## src/rtl/beta_mem_arbiter.sv

```systemverilog
// beta_mem_arbiter: serialises Beta instruction fetch and load/store onto one memory port.
// Each Beta cycle is FETCH, optional DATA, then a single non-stalled RELEASE cycle.
module beta_mem_arbiter #(
  parameter int          TIMEOUT  = 255,
  parameter logic [31:0] ERR_WORD = 32'hDEADBEEF
) (
  input  logic        clk,
  input  logic        rst_n,
  input  logic [31:0] InstructionAddress,
  output logic [31:0] InstructionData,
  input  logic [31:0] DataAddress,
  input  logic [31:0] DataWrite,
  input  logic        WriteEnable,
  input  logic        ReadEnable,
  output logic [31:0] DataRead,
  output logic        stall,
  output logic        mem_req,
  output logic        mem_we,
  output logic [31:0] mem_addr,
  output logic [31:0] mem_wdata,
  input  logic        mem_ack,
  input  logic [31:0] mem_rdata,
  output logic        bus_error
);
  typedef enum logic [1:0] {FETCH, DATA, RELEASE} state_t;
  state_t      state, stateNext;
  logic        live;
  logic [7:0]  waitCnt;
  logic        timedOut, done, isLoad;
  logic [3:0]  unusedLowBits;
  assign unusedLowBits = {InstructionAddress[1:0], DataAddress[1:0]};
  // live holds mem_req off until the first clock edge after reset release
  assign mem_req = live && state != RELEASE;
  assign stall   = state != RELEASE;
  assign isLoad  = ReadEnable && !WriteEnable;
  always_comb begin
    mem_we    = mem_req && state == DATA && WriteEnable;
    mem_addr  = !mem_req ? '0 : state == DATA ? {DataAddress[31:2], 2'b00} : {InstructionAddress[31:2], 2'b00};
    mem_wdata = (mem_req && state == DATA) ? DataWrite : '0;
    timedOut  = mem_req && !mem_ack && waitCnt == 8'(TIMEOUT);
    done      = mem_req && (mem_ack || timedOut);
    stateNext = state == RELEASE ? FETCH :
                !done ? state :
                (state == FETCH && (ReadEnable || WriteEnable)) ? DATA : RELEASE;
  end
  always_ff @(posedge clk or negedge rst_n) begin
    if (!rst_n) begin
      state           <= FETCH;
      live            <= 1'b0;
      waitCnt         <= '0;
      InstructionData <= '0;
      DataRead        <= '0;
      bus_error       <= 1'b0;
    end else begin
      live    <= 1'b1;
      state   <= stateNext;
      waitCnt <= (done || !mem_req) ? 8'd0 : waitCnt + 8'd1;
      if (timedOut)
        bus_error <= 1'b1;
      if (done && state == FETCH)
        InstructionData <= mem_ack ? mem_rdata : ERR_WORD;
      // a cycle without a load always ends with DataRead cleared
      if (done && stateNext == RELEASE)
        DataRead <= (state == DATA && isLoad) ? (mem_ack ? mem_rdata : ERR_WORD) : '0;
    end
  end
endmodule

```

## config.mk

```make
export PLATFORM = sky130hd
export DESIGN_NAME = beta_mem_arbiter
export DESIGN_NICKNAME = d
export VERILOG_FILES = /design/src/rtl/beta_mem_arbiter.sv
export SDC_FILE = /design/constraint.sdc
export NUM_CORES = 1
export LEC_CHECK = 0
export CORE_MARGIN = 5
export CORE_UTILIZATION = 36
export CTS_BUF_LIST = sky130_fd_sc_hd__clkbuf_4
export CTS_CLUSTER_SIZE = 8
export DETAILED_ROUTE_END_ITERATION = 6
export HOLD_SLACK_MARGIN = 0.08
export PLACE_DENSITY = 0.83
export REMOVE_ABC_BUFFERS = 1
export SYNTH_ARGS = -nofsm -noshare
export SYNTH_HDL_FRONTEND = slang
export SYNTH_SLANG_ARGS = --single-unit
```

## constraint.sdc

```tcl
create_clock -name clk -period 2.27 [get_ports clk]
set_input_delay 0.5675 -clock clk [delete_from_list [all_inputs] [get_ports clk]]
set_output_delay 0.5675 -clock clk [all_outputs]
set_load 0.01 [all_outputs]
```

Word level (Yosys, flattened, before mapping)
Cells that the tools add are included.
- output and inout port bits: 132
- bits in registers: 76
- logic and storage cells: 39
- input bits: 133
- reductions and logical operators: 18
- eq/ne operators: 5
- add/subtract/negate cells: 1
- mux-type cells: 9
- operators by type and width (kind ; number):
    2-to-1 mux 32 bit ; 5
    logical AND 1 bit ; 11
    adder 8 x 1 -> 8 bit (second input constant) ; 1
    == test 8 bit (second input constant) ; 1
    2-to-1 mux 8 bit ; 1
    2-to-1 mux 2 bit ; 3
    == test 2 bit (second input constant) ; 2
    logical NOT 1 bit ; 3
    logical OR 1 bit ; 3
    == test 2 x 1 -> 1 bit (second input constant) ; 1
    logical NOT 2 bit ; 1
    inequality test 2 bit (second input constant) ; 1

Longest topological paths before layout
- depth after elaboration: 10
- gate-level depth with buffers: 8
- gate-level depth less buffers: 5

Worst setup path before layout
Ideal clock, no wire load.
- kind: register to output
- start point: register state[0]
- end point: output mem_addr[10]
- stages on the path, launching flop included: 6
- setup slack: 0.458 ns
- buffers on the path: 2
- arrival: 1.244 ns
- required time: 1.702 ns
- cell sequence: dfrtp_1 nor2b_1 buf_2 clkbuf_1 nand2_1 a21oi_1
- cells in the longest elaborated chain, start to end: 3
- elaborated cells between the ends (all ways): 5
- those cells by class: eq/ne: 2; mux: 2; reduce/logical: 1
- RTL lines (element ; line ; RTL):
    start: declaration ; 26 ; state_t state, stateNext;
    start signal: assignment ; 56 ; state <= stateNext;
    == test 2 x 1 -> 1 bit or inequality test 2 bit (tied branches) ; 38, 33 ;
    2-to-1 mux 32 bit or logical AND 1 bit (tied branches) ; 38, 33 ;
    2-to-1 mux 32 bit (*) ; 38 ; mem_addr = !mem_req ? '0 : state == DATA ? {DataAddress[31:2], 2'b00} : {InstructionAddress[31:2], 2'b00};
    end: declaration ; 19 ; output logic [31:0] mem_addr,
Every way passes the cells marked *; elsewhere a longest branch is shown, timed or not.

Worst setup path after layout
- start point: register state[1]
- end point: output mem_addr[27]
The elaborated chain is that of the path after synthesis.

==> flow_summary.ini <==
[drt]
ant_nets = 0
num_vias = 4139
drtIter0Drc = 329
routed_wl_um = 16000
drc = 0
wl_per_cell_um = 19.7
via_per_inst = 5.10
drtPass1Iterations = 5

[finish]
syn2layout_area_growth_pct = 81.7
mostFrequentLayoutCell = clkdlybuf4s50_1
final_nets = 803
mostFrequentLayoutCells = 191 x clkdlybuf4s50_1, 75 x dfrtp_1, 67 x nand2_1, 43 x buf_2, 32 x and3_1
layout-drive-gt1-share = 0.233
fin_cells = 811

[sta]
hold_violations = 0
period_share = 0.978
drv_slew = 0
finClkSkew_ps = 16.4
min_period_ps = 2220
rsz0062_at_grt = true
setup_viol_count_final = 0
fmax_mhz = 450
relSlewSlack = 0.565
worstMarginPinSlew_ps = 652
setup_tns_ps = 0

[clock_tree]
cts_made_buffers = 9
cts-hold-fix-buffers = 0
cts.sinks = 76
cts_tree = done
worst_skew_pair.late_latency_ps = 410
cts_buffer_depth = 2
cts_root_buf = clkbuf_4
clk_pin_slew_ps = 120
h-tree-depth = 3

[power]
power.switching_w = 0.00255
vdd_drop_max_v = 0.000681
p_per_area_nw_per_um2 = 1050
clkPwrFrac = 0.163
power_frac_seq = 0.293
swShare = 0.359
p_int_w = 0.00456
power.leakage_nw = 3.18
power_frac_comb = 0.545

[logic_synthesis]
ys_seq_elements = 76
synthAdderAreaFrac = 0.00335
syn_inst = 408
synth.area.mux_share = 0.00301
ys_warn_count = 0
synth-seq-area-share = 0.509
synthSimpleGateAreaFrac = 0.187
synth_top_family_by_area = compound AO/OA/AOI/OAI gates
synth_area_um2 = 3740
synth_xor_area_frac = 0.0141
yosysUniqueCellTypes = 32
synth_compound_area_frac = 0.212
synth.avg_cell_area_um2 = 9.17

[worst_setup_path]
worstSetupEndpointType = primary output
reg2reg_depth = 6
crit_fanout = 7
crit_path_start_kind = register
crit_arrival_ps = 1650
critPathKind = reg -> out
crit_required_ps = 1700

[floorplan]
die_height_um = 112
die_w_um = 112
start_util = 0.366
core_area_um2 = 10200
dieArea_um2 = 12500
ioPinCount = 265
rows = 37

[global_routing]
grt_overflow_total = 0
use_met1 = 0.309
grt-busiest-layer = met2
grtUsageMet3 = 0.0679
grt_pass1_vias = 4081
use_met2 = 0.410
grt_pass1_wl_um = 24200
grt_start_max_net_pins = 57
track_usage = 0.243
grt_antenna_before_repair = 1

[hold_path]
worstHoldPathType = in -> async

[placed_design]
dp_hpwl_um = 11500
place_inst = 784
globalplace.congestion = 1.02
io_buffers = 258

[outcome]
outcome = complete, no violations

[flow_run]
cap_violations = 0
## path summary, 6_finish.rpt
path                                start                  end  slack (ps)
worst max-delay path             state[1]         mem_addr[27]          50
worst min-delay path                rst_n  InstructionData[23]         130
worst max register to register   state[1]         DataRead[30]         270
worst min register to register  bus_error            bus_error         480
max in group asynchronous           rst_n         DataRead[25]        1440
min in group clk                bus_error            bus_error         480
## per-layer routing
| metal | vias up | share of wire |
|---|---|---|
| met5 | - | 0 |
| met4 | 0 | 0.026 |
| met3 | 26 | 0.080 |
| met2 | 189 | 0.50 |
| met1 | 1984 | 0.40 |
| li1 | 1940 | - |
## flip-flops by register name, indices dropped and copies added, names as in the netlist
register and cells:
InstructionData 32, waitCnt 8, bus_error 1, live 1, DataRead 32, state 2
## through the flow
stage	worst slack (ps)	power (W)	utilization	cell area (um^2)	hold WS, ps
floorplan	-2190	0.00343	-	3560	272
detailed placement	-142	0.00567	0.638	6530	455
finish	49.5	0.00710	0.664	6790	134
global route	-64.4	0.00750	0.664	6790	157
CTS	-53.2	0.00699	0.659	6740	141
global placement	-140	0.00560	0.638	6530	450
## cell usage after synthesis
cell type	number	area, um^2
a31oi_1	15	93.8
clkbuf_1	24	90.1
nor2b_1	10	62.6
buf_6	2	22.5
inv_1	20	75.1
nor2_1	12	45.0
dfrtp_1	76	1900
mux2_2	1	11.3
xor2_1	1	8.76
and3_1	33	206
o2bb2ai_1	9	78.8
a32o_1	16	160
nand3b_1	1	7.51
nand3_1	3	15.0
xnor2_1	5	43.8
conb_1	2	7.51
nand2b_1	2	12.5
o21bai_1	1	7.51
buf_2	6	30.0
o41ai_1	1	8.76
and4b_1	1	10.0
nand4_1	2	12.5
and2_1	2	12.5
nand2_1	81	304
ha_1	1	12.5
a21oi_1	47	235
nor3b_1	1	7.51
nor3_1	1	5.00
a2bb2oi_1	9	78.8
buf_4	3	22.5
buf_1	5	18.8
a22o_1	15	131
## power groups by stage
stage / logic [W] / clock network [W] / registers, W
after floorplan: 0.00116 / 0 / 0.00227
after global placement: 0.00352 / 0 / 0.00208
after detailed placement: 0.00358 / 0 / 0.00209
after CTS: 0.00374 / 0.00118 / 0.00208
after global routing: 0.00411 / 0.00124 / 0.00214
final: 0.00387 / 0.00116 / 0.00208
## cells by family after synthesis
group | after synthesis
xor+xnor | 6
other cells | 2
fa+ha+maj | 1
mux | 1
flops | 76
buf+inv | 60
compound gates | 113
simple gates | 149
## final cells by class
type	instances	area (um^2)
diodes	1	2.50
clock buffers	10	75.1
clock inverters	6	136
fillers	879	3440
inverters	20	75.1
multi-input cells	273	1780
flip-flops and latches	76	1900
well taps	136	170
repair buffers	289	2650
## critical path, cell delays in order, from the launching register on
cell and delay, ps:
dfrtp_2 460, nor2b_4 160, buf_12 150, clkbuf_16 170
nand2_4 50, a21oi_2 120, buf_2 150
## what timing repair did
action                                 in CTS  in global routing
gates cloned                                3                  3
pin swaps                                   1                 17
gates resized for setup                   216                 87
endpoints found under the hold margin       0                  0
buffers inserted                            5                  1
setup endpoints to repair                  64                 62
Note: power is estimated with default switching activity, not from simulation.
